`config.mk`:
```
export PLATFORM = sky130hd
export DESIGN_NAME = xnormaj_seq_ctrl
export DESIGN_NICKNAME = d
export VERILOG_FILES = /design/src/rtl/xnormaj_seq_ctrl.sv
export SDC_FILE = /design/constraint.sdc
export NUM_CORES = 1
export LEC_CHECK = 0
export CAP_MARGIN = 30
export CORE_MARGIN = 1
export CORE_UTILIZATION = 49
export CTS_BUF_LIST = sky130_fd_sc_hd__clkbuf_16
export CTS_CLUSTER_DIAMETER = 30
export CTS_CLUSTER_SIZE = 28
export DETAILED_ROUTE_END_ITERATION = 6
export PLACE_DENSITY = 0.83
export RECOVER_POWER = 25
export SKIP_CTS_REPAIR_TIMING = 1
export SYNTH_ARGS = -nofsm -noshare
export SYNTH_HDL_FRONTEND = slang
export SYNTH_SLANG_ARGS = --single-unit
```
`constraint.sdc`:
```
create_clock -name clk -period 4.03 [get_ports clk]
set_input_delay 0.6045 -clock clk [delete_from_list [all_inputs] [get_ports clk]]
set_output_delay 0.6045 -clock clk [all_outputs]
set_load 0.01 [all_outputs]
```
`src/rtl/xnormaj_seq_ctrl.sv`:
```
`default_nettype none
// ============================================================================
// Module   : xnormaj_seq_ctrl
// Brief    : Runs one M-bit XNOR-popcount-majority stage over K chunks, one
//            chunk per cycle, and reports the majority of chunk majorities.
// Revision : 1.0 - initial release
// ============================================================================
module xnormaj_seq_ctrl #(
    parameter int M      = 3,
    parameter int K      = 5,
    parameter int M_LOG2 = $clog2(M + 1),
    parameter int K_LOG2 = $clog2(K + 1)
) (
    input  logic              clk,
    input  logic              rst,
    input  logic              in_valid,
    output logic              in_ready,
    input  logic [M*K-1:0]    a,
    input  logic [M*K-1:0]    w,
    output logic              out_valid,
    input  logic              out_ready,
    output logic              out_m,
    output logic [K_LOG2-1:0] out_votes
);

    // Chunk index needs at least one bit even when K == 1.
    localparam int IDX_W = (K > 1) ? $clog2(K) : 1;

    localparam logic [1:0] c_idle = 2'd0;
    localparam logic [1:0] c_run  = 2'd1;
    localparam logic [1:0] c_done = 2'd2;

    localparam logic [IDX_W-1:0]  c_last  = IDX_W'(K - 1);
    localparam logic [M_LOG2-1:0] c_mhalf = M_LOG2'((M - 1) / 2);
    localparam logic [K_LOG2-1:0] c_khalf = K_LOG2'((K - 1) / 2);

    logic [1:0]        r_state;
    logic [1:0]        w_state_nxt;
    logic [M*K-1:0]    r_a;
    logic [M*K-1:0]    r_w;
    logic [IDX_W-1:0]  r_idx;
    logic [K_LOG2-1:0] r_votes;

    logic [M-1:0]      w_ca;
    logic [M-1:0]      w_cw;
    logic [M-1:0]      w_x;
    logic [M_LOG2-1:0] w_pop;
    logic              w_vote;

    always_ff @(posedge clk) begin
        if (rst) begin
            r_state <= c_idle;
        end else begin
            r_state <= w_state_nxt;
        end
    end

    always_comb begin
        w_state_nxt = r_state;
        case (r_state)
            c_idle:  if (in_valid) w_state_nxt = c_run;
            c_run:   if (r_idx == c_last) w_state_nxt = c_done;
            c_done:  if (out_ready) w_state_nxt = c_idle;
            default: w_state_nxt = c_idle;
        endcase
    end

    always_comb begin
        in_ready  = (r_state == c_idle);
        out_valid = (r_state == c_done);
        out_votes = out_valid ? r_votes : '0;
        out_m     = out_valid && (r_votes > c_khalf);
    end

    // Current chunk's agreement count and its majority vote.
    assign w_ca = r_a[M*int'(r_idx) +: M];
    assign w_cw = r_w[M*int'(r_idx) +: M];
    assign w_x  = w_ca ~^ w_cw;

    always_comb begin
        w_pop = '0;
        for (int i = 0; i < M; i++) begin
            w_pop = w_pop + M_LOG2'(w_x[i]);
        end
    end

    assign w_vote = (w_pop > c_mhalf);

    always_ff @(posedge clk) begin
        if (rst) begin
            r_a     <= '0;
            r_w     <= '0;
            r_idx   <= '0;
            r_votes <= '0;
        end else begin
            case (r_state)
                c_idle: begin
                    if (in_valid) begin
                        r_a     <= a;
                        r_w     <= w;
                        r_idx   <= '0;
                        r_votes <= '0;
                    end
                end
                c_run: begin
                    r_votes <= r_votes + K_LOG2'(w_vote);
                    if (r_idx != c_last) begin
                        r_idx <= r_idx + IDX_W'(1);
                    end
                end
                default: ;
            endcase
        end
    end

endmodule
`default_nettype wire
```
==> flow_metrics.tcl, run 1 <==
set metrics [dict create \
    power_leakage_uw 0.000869 \
    wl_per_cell_um 12.1 \
    worstPathMaxFanout 13 \
    routed_wl_um 3510 \
    ys_ff_latch 38 \
    swShare_pct 23.4 \
    ys.warnings.count 0 \
    critPathCaptureType "flip-flop" \
    grt_remaining_overflow 0 \
    layout-drive-gt1-share_pct 6.94 \
    slew_viol_final 16 \
    via_per_inst 5.18 \
    power_frac_comb_pct 15.0 \
    avgSynthCellArea_um2 8.32 \
    ys.flop_type "dfxtp_1" \
    synth_area_leaders "dfxtp_1 (44%), nand2_1 (14%), a21oi_1 (10%)" \
    cts_sinks 38 \
    regArea_um2 761 \
    die_h_um 61.6 \
    die_w_um 61.6 \
    grt_pass1_vias 1268 \
    yosys-top-cells-count "nand2_1 (66), dfxtp_1 (38), a21oi_1 (36)" \
    rsz0062_at_grt "no" \
    tightestPinTransition_ns 1.64 \
    power_frac_seq_pct 45.9 \
    clkPwrFrac_pct 39.1 \
    gr-usage-all-layers_pct 20.9 \
    maxCapViolations 1 \
    cts_tree "done" \
    status "finished with violations" \
    ant_nets 0 \
    hold_viol 0 \
    finalSetupViolCount 0 \
    finalCritPeriodShare_pct 79.8 \
    p_int_uw 695 \
    p_sw_uw 213 \
    syn_inst 209 \
    maxSlewHeadroom_pct -9.34 \
    seq_area_frac_synth_pct 43.7 \
    synth.distinct_cells 28 \
    clk_latency_ns 0.28 \
    num_rows 21 \
    total_power_uw 908 \
    die-area_um2 3790 \
    root_buffer "clkbuf_16" \
    crit_path_start_kind "flip-flop" \
    clkSlewWorstSetupHoldPaths_ns 0.05 \
    grt_pass1_wl_um 5550 \
    drtPass1Iterations 4 \
    cts-htree-levels 2 \
    syn_nets 248 \
    fill_cells 294 \
    vias 1506 \
    cts_inserted_buffers 5 \
    area.growth.synth_to_final_pct 31.4 \
    core_area_um2 3360 \
    async_flop_share_pct 0 \
    vdd.ir_drop.worst_mv 0.260 \
    max_freq_mhz 311 \
    top_level_ports 40 \
    start_util_pct 51.7 \
    place_congestion 0.775 \
    numPortBuffers 39 \
    netlist_area_um2 1740 \
    min_path_type "flip-flop to flip-flop" \
    clockBufferDepth 2 \
    multi_input_area_um2 891 \
    antenna_cells 0 \
    powerDensity_nw_per_um2 397 \
    critPathArrivalTime_ns 3.32 \
    drt_iter0_drc 48 \
    drc_errors 0 \
    skew_ns 0.00438 \
    period_needed_ns 3.22 \
    grt_max_degree 39 \
    critPathKind "flip-flop to flip-flop" \
    synth_most_common_cell "nand2_1" \
    violations "max-capacitance violations, max-slew violations" \
    hpwl_um 2410 \
    synth_top_area_share_pct 43.7 \
    synth_area_leader_cell "dfxtp_1" \
    synth-edff-count 0 \
    antenna_found_initial 0 \
    finalSetupTns_ns 0 \
    cp.required_ns 4.13 \
    nNetsFinal 284 \
]
[final timing paths]
| kind | start | endpoint | slack (ns) | cells past startpoint |
|---|---|---|---|---|
| max | r_idx[0] | r_votes[2] | 0.81 | 13 |
| min | r_a[11] | r_a[11] | 0.45 | 2 |
| max reg2reg | r_idx[0] | r_votes[2] | 0.81 | 13 |
| min reg2reg | r_a[11] | r_a[11] | 0.45 | 2 |
[registers in the layout (all words and copies together), names as in the netlist]
signal / count
r_w: 15
r_state: 2
r_votes: 3
r_idx: 3
r_a: 15
[critical path, stage by stage, from the launching register on]
cell,delay [ns]
dfxtp_1,0.64
mux4_2,0.59
xnor2_1,0.18
nor2_1,0.05
a31oi_1,0.16
ha_1,0.26
or2b_2,0.17
nor4_1,0.04
or3_1,0.32
ha_1,0.19
ha_1,0.17
nand2_1,0.06
xor2_1,0.14
nor3_1,0.05
[cells in the final DEF, fill, tap and decap left out, types with 2 or more instances in the layout]
master / count
nor4_1: 2
clkbuf_16: 5
clkdlybuf4s50_1: 38
o32ai_1: 2
nor3_1: 2
ha_1: 5
nand2b_1: 2
inv_1: 5
xnor2_1: 2
nand2_1: 66
xor2_1: 3
and2_1: 3
buf_4: 2
dfxtp_1: 38
mux4_2: 4
a21oi_1: 36
nand3_1: 2
mux2i_1: 5
a31oi_1: 2
nor2_1: 9
or2b_2: 2
[cell families after synthesis]
logic type | after synthesis | share of synthesized area, %
AO/OA/AOI/OAI | 43 | 13.7
XOR/XNOR | 5 | 2.52
adder cells (fa/ha/maj) | 5 | 3.60
buffers and inverters | 16 | 4.75
flip-flops | 38 | 43.7
multiplexers | 9 | 8.06
AND/OR/NAND/NOR | 93 | 23.7
[per-layer routing]
metal	vias to the layer above	share of wire, %	track usage [%]
met3	5	4.8	6.51
met1	693	41	24.2
met5	-	0	0
li1	772	-	-
met4	0	1.4	10.5
met2	36	52	34.7
[through the flow]
step | std cells | cell area (µm²) | worst slack, ns | util, % | hold slack, ns
4_1_cts | 290 | 2270 | 0.843 | 67.5 | 0.451
6_report | 291 | 2290 | 0.813 | 68.0 | 0.449
3_3_place_gp | 283 | 2140 | 0.956 | 63.5 | 0.444
2_1_floorplan | 209 | 1740 | 1.23 | - | 0.432
5_1_grt | 291 | 2290 | 0.566 | 68.0 | 0.473
3_5_place_dp | 283 | 2140 | 0.872 | 63.5 | 0.444
[area by class of cell]
class / count / share of cell area (%)
Multi-Input combinational cell: 155 / 39.0
Sequential cell: 38 / 33.3
Timing Repair Buffer: 42 / 18.9
Clock buffer: 5 / 5.47
Tap cell: 46 / 2.52
Inverter: 3 / 0.493
Clock inverter: 2 / 0.328
[power by group through the flow]
stage               sequential [µW]  combinational [µW]  clock [µW]
floorplan                       417                87.5           0
global placement                425                 128           0
detailed placement              425                 131           0
CTS                             417                 133         362
global route                    420                 152         379
finish                          417                 136         355
(Power assumes the default switching activity.)
==> inputs of run 2 (changes only) <==
==> constraint.sdc (replaced) <==
create_clock -name clk -period 3.3 [get_ports clk]
set_input_delay 0.495 -clock clk [delete_from_list [all_inputs] [get_ports clk]]
set_output_delay 0.495 -clock clk [all_outputs]
set_load 0.01 [all_outputs]
==> run 2 against run 1 <==
Effect of this change:
- the flow now finishes without violations
- clock power rose by 74%
- flip-flop and latch count did not move
- wire length rose by 6.9%
- count of clock-buffer cells in the layout did not move
==> flow_metrics.tcl, run 2 (synthesis results as in run 1) <==
set metrics [dict create \
    place_congestion 0.800 \
    grt_max_degree 39 \
    clockBufferDepth 2 \
    antenna_cells 0 \
    via_per_inst 5.21 \
    crit_slowest_cell "mux4_2" \
    die_h_um 61.6 \
    worstHoldPathCells 2 \
    ant_nets 0 \
    vdd.ir_drop.worst_mv 0.380 \
    drc_errors 0 \
    critPathCaptureType "flip-flop" \
    p_int_uw 1010 \
    die-area_um2 3790 \
    num_rows 21 \
    cts_inserted_buffers 5 \
    total_power_uw 1290 \
    die_w_um 61.6 \
    critPathArrivalTime_ns 3.15 \
    path_common_cell "ha_1" \
    start_util_pct 51.7 \
    regArea_um2 761 \
    power_leakage_uw 0.000888 \
    cts-htree-levels 2 \
    cts_sinks 38 \
    nNetsFinal 285 \
    maxSlewHeadroom_pct 34.4 \
    slew_viol_final 0 \
    fill_cells 307 \
    r2r-start "r_idx[0]" \
    grt_pass1_vias 1414 \
    gr-usage-all-layers_pct 23.0 \
    layout-drive-gt1-share_pct 8.50 \
    grt_remaining_overflow 0 \
    min_from "r_a[7]" \
    vias 1527 \
    critPathLaunch "r_idx[0]" \
    clkPwrFrac_pct 47.7 \
    swShare_pct 21.9 \
    drtPass1Iterations 4 \
    fin_util_pct 69.6 \
    cp.required_ns 3.44 \
    crit_path_start_kind "flip-flop" \
    rsz0062_at_grt "no" \
    r2r_cells 13 \
    finalCritPeriodShare_pct 91.1 \
    final_cell_mix "nand2_1 (66), clkdlybuf4s50_1 (38), dfxtp_1 (38)" \
    maxCapViolations 0 \
    wl_per_cell_um 12.8 \
    numPortBuffers 39 \
    final_common_cell "nand2_1" \
    hpwl_um 2550 \
    finalSetupTns_ns 0 \
    status "completed" \
    largestRegisters "r_a x15, r_w x15" \
    drt_iter0_drc 90 \
    cp_cell_sequence "mux4_2 -> xnor2_1 -> nor2_1 -> a31oi_1 -> ha_1 -> or2b_2 -> nor4_1 -> or3_1 -> ha_1 -> ha_1 -> nand2_1 -> xor2_1 -> nor3_1" \
    finalSetupViolCount 0 \
    skew_ns 0.00190 \
    clkSlewWorstSetupHoldPaths_ns 0.06 \
    cts_tree "done" \
    grt_pass1_wl_um 6150 \
    antenna_found_initial 0 \
    clk_latency_ns 0.28 \
    p_sw_uw 283 \
    root_buffer "clkbuf_16" \
    period_needed_ns 3.00 \
    core_area_um2 3360 \
    powerDensity_nw_per_um2 552 \
    power_frac_comb_pct 13.1 \
    critPathMaxStageDelay_ns 0.55 \
    tightestPinTransition_ns 0.982 \
    worstPathMaxFanout 5 \
    multi_input_area_um2 902 \
    critPathKind "flip-flop to flip-flop" \
    power_frac_seq_pct 39.2 \
    min_path_type "flip-flop to flip-flop" \
    area.growth.synth_to_final_pct 34.7 \
    top_level_ports 40 \
    max_freq_mhz 333 \
    routed_wl_um 3760 \
    hold_viol 0 \
]
-- run 2: changes by cell type in the layout (fill, tap and decap cells not counted), sizes merged --
| cell | change |
|---|---|
| bufinv | +2 |
| clkbuf | +1 |
| clkinv | +1 |
| inv | -2 |
-- run 2: power by group through the flow --
stage,Sequential [µW],Clock [µW],Combinational [µW]
detailed placement,517,0,166
global route,510,646,189
global placement,515,0,162
CTS,507,625,171
finish,507,617,169
floorplan,509,0,107
-- run 2: area by class of cell --
| cell class | instances | share of cell area [%] |
|---|---|---|
| clock buffers | 5 | 5.34 |
| clock inverters | 3 | 2.94 |
| repair buffers | 43 | 17.8 |
| inverters | 3 | 0.481 |
| flip-flops and latches | 38 | 32.5 |
| well taps | 46 | 2.46 |
| multi-input cells | 155 | 38.5 |
-- run 2: per-stage QoR --
step                      hold WS (ns)  setup WS (ns)  cells  cell area (µm²)
after floorplan                  0.432          0.498    209             1740
after global placement           0.443          0.446    285             2150
after detailed placement         0.449          0.337    285             2150
after CTS                        0.456          0.258    293             2350
after global routing             0.470         0.0878    293             2340
final                            0.455          0.295    293             2340
-- run 2: routing by layer --
| layer | GRT usage (%) | routed length, µm |
|---|---|---|
| met1 | 24.3 | 1490 |
| met2 | 41.6 | 2010 |
| met4 | 11.1 | 84 |
| met3 | 6.51 | 170 |
| met5 | 0 | 0 |
-- run 2: worst paths after layout --
| path | slack [ns] | endpoint |
|---|---|---|
| setup / recovery | 0.30 | r_votes[2] |
| hold / removal | 0.45 | r_a[7] |
| setup reg to reg | 0.30 | r_votes[2] |
| hold reg to reg | 0.45 | r_a[7] |
-- run 2: critical path: cells and delay by family (launching register included) --
family          cells  cell delay (ns)
flops               1             0.47
mux                 1             0.55
simple gates        6             0.71
fa+ha+maj           3             0.63
compound gates      1             0.17
xor+xnor            2             0.33
==> inputs of run 3 (changes only) <==
--- a/config.mk
+++ b/config.mk
@@ -12,8 +12,9 @@
 export CTS_CLUSTER_DIAMETER = 30
 export CTS_CLUSTER_SIZE = 28
 export DETAILED_ROUTE_END_ITERATION = 6
-export PLACE_DENSITY = 0.83
+export PLACE_DENSITY = 0.76
 export RECOVER_POWER = 25
+export SETUP_SLACK_MARGIN = 0.5
 export SKIP_CTS_REPAIR_TIMING = 1
 export SYNTH_ARGS = -nofsm -noshare
 export SYNTH_HDL_FRONTEND = slang
==> run 3 against run 2 <==
Effect of this change:
- largest cell class unchanged
- global-route usage down 1.8 points
- core utilization up 1.9 points
- count of clock-buffer cells in the layout is the same
- highest routed layer unchanged
- cell area grew 2.7%
- largest power group unchanged
- the run now ends with max-capacitance violations, max-slew violations left
==> flow_metrics.tcl, run 3 (synthesis results as in run 1) <==
set metrics [dict create \
    largestRegisters "r_a x15, r_w x15" \
    grt_max_degree 39 \
    layout-drive-gt1-share_pct 12.7 \
    cts-htree-levels 2 \
    area.growth.synth_to_final_pct 38.3 \
    final_common_cell "nand2_1" \
    powerDensity_nw_per_um2 511 \
    grt_pass1_wl_um 5760 \
    grt_pass1_vias 1324 \
    vdd.ir_drop.worst_mv 0.353 \
    critPathCaptureType "flip-flop" \
    clockBufferDepth 2 \
    hold_viol 0 \
    place_congestion 0.755 \
    core_area_um2 3360 \
    clk_latency_ns 0.28 \
    worstPathMaxFanout 6 \
    critPathArrivalTime_ns 3.11 \
    clkSlewWorstSetupHoldPaths_ns 0.05 \
    min_path_type "flip-flop to flip-flop" \
    slew_viol_final 17 \
    finalCritPeriodShare_pct 91.4 \
    tightestPinTransition_ns 1.74 \
    die_w_um 61.6 \
    cp.required_ns 3.40 \
    drtPass1Iterations 5 \
    finalSetupViolCount 0 \
    critPathKind "flip-flop to flip-flop" \
    grt_remaining_overflow 0 \
    die_h_um 61.6 \
    routed_wl_um 3840 \
    antenna_found_initial 0 \
    die-area_um2 3790 \
    power_leakage_uw 0.000914 \
    top_level_ports 40 \
    via_per_inst 5.21 \
    cts_inserted_buffers 5 \
    nNetsFinal 290 \
    drt_iter0_drc 58 \
    crit_path_start_kind "flip-flop" \
    worstHoldPathCells 2 \
    hpwl_um 2470 \
    rsz0062_at_grt "yes" \
    root_buffer "clkbuf_16" \
    wl_per_cell_um 12.9 \
    vias 1553 \
    drc_errors 0 \
    final_cell_mix "nand2_1 (65), clkdlybuf4s50_1 (38), dfxtp_1 (37)" \
    period_needed_ns 3.02 \
    ant_nets 0 \
    finalSetupTns_ns 0 \
    r2r_cells 13 \
    fill_cells 292 \
    setup_slack_ns 0.283 \
    maxSlewHeadroom_pct -16.1 \
    numPortBuffers 39 \
    violations "max-capacitance violations, max-slew violations" \
    pre_cts_slack_ns 0.311 \
    skew_ns 0.00201 \
    status "finished with violations" \
    antenna_cells 0 \
    gr-usage-all-layers_pct 21.2 \
    start_util_pct 51.7 \
    maxCapViolations 1 \
    cts_sinks 38 \
    cts_tree "done" \
    num_rows 21 \
    max_freq_mhz 331 \
]
==> run 3: changes by cell type in the layout (fill, tap and decap cells not counted), moves of 2 or more <==
cell | previous run | this run
inv_1 | 3 | 5
ha_1 | 5 | 3
ha_4 | 0 | 2
buf_4 | 3 | 7
==> run 3: layer usage <==
layer,vias up,part of all wire (%),global-route usage (%),wire (µm)
li1,792,-,-,-
met1,728,41,25.1,1580
met2,31,54,36.6,2080
met3,2,4.1,7.77,159
met4,0,0.36,4.76,14
met5,-,0,0,0
==> run 3: final cells by class <==
type / count / area (µm²) / share of cell area (%)
Clock buffer: 5 / 125 / 5.20
Clock inverter: 3 / 37.5 / 1.56
Inverter: 3 / 11.3 / 0.468
Multi-Input combinational cell: 155 / 943 / 39.2
Sequential cell: 38 / 764 / 31.8
Tap cell: 46 / 57.6 / 2.39
Timing Repair Buffer: 48 / 465 / 19.4
==> run 3: power by group <==
part           internal (µW)  switching (µW)
Clock                    350             172
Sequential               487            20.0
Combinational            111            87.7
Total                    949             280
==> run 3: per-stage QoR <==
step / utilization (%) / hold slack [ns] / cell area [µm²] / power, µW / cells
after floorplan: - / 0.432 / 1740 / 616 / 209
after global placement: 63.8 / 0.442 / 2150 / 677 / 284
after CTS: 69.1 / 0.453 / 2320 / 1200 / 293
after global routing: 71.5 / 0.474 / 2400 / 1280 / 298
final: 71.5 / 0.453 / 2400 / 1230 / 298
after detailed placement: 64.2 / 0.446 / 2160 / 684 / 285
==> run 3: worst paths after layout <==
kind / from / to / slack (ns)
setup / recovery: r_idx[0] / r_votes[2] / 0.28
hold / removal: r_w[1] / r_w[1] / 0.45
setup reg to reg: r_idx[0] / r_votes[2] / 0.28
hold reg to reg: r_w[1] / r_w[1] / 0.45
==> run 3: critical path, cell delays in order (launching register included) <==
cell and delay [ns]:
dfxtp_4 0.40, mux4_2 0.54, xnor2_2 0.16, nor2_1 0.05
a31oi_1 0.21, ha_1 0.28, or2b_4 0.21, nor4_2 0.03
or3_4 0.36, ha_4 0.18, ha_4 0.14, nand2_1 0.07
xor2_1 0.15, nor3_1 0.05
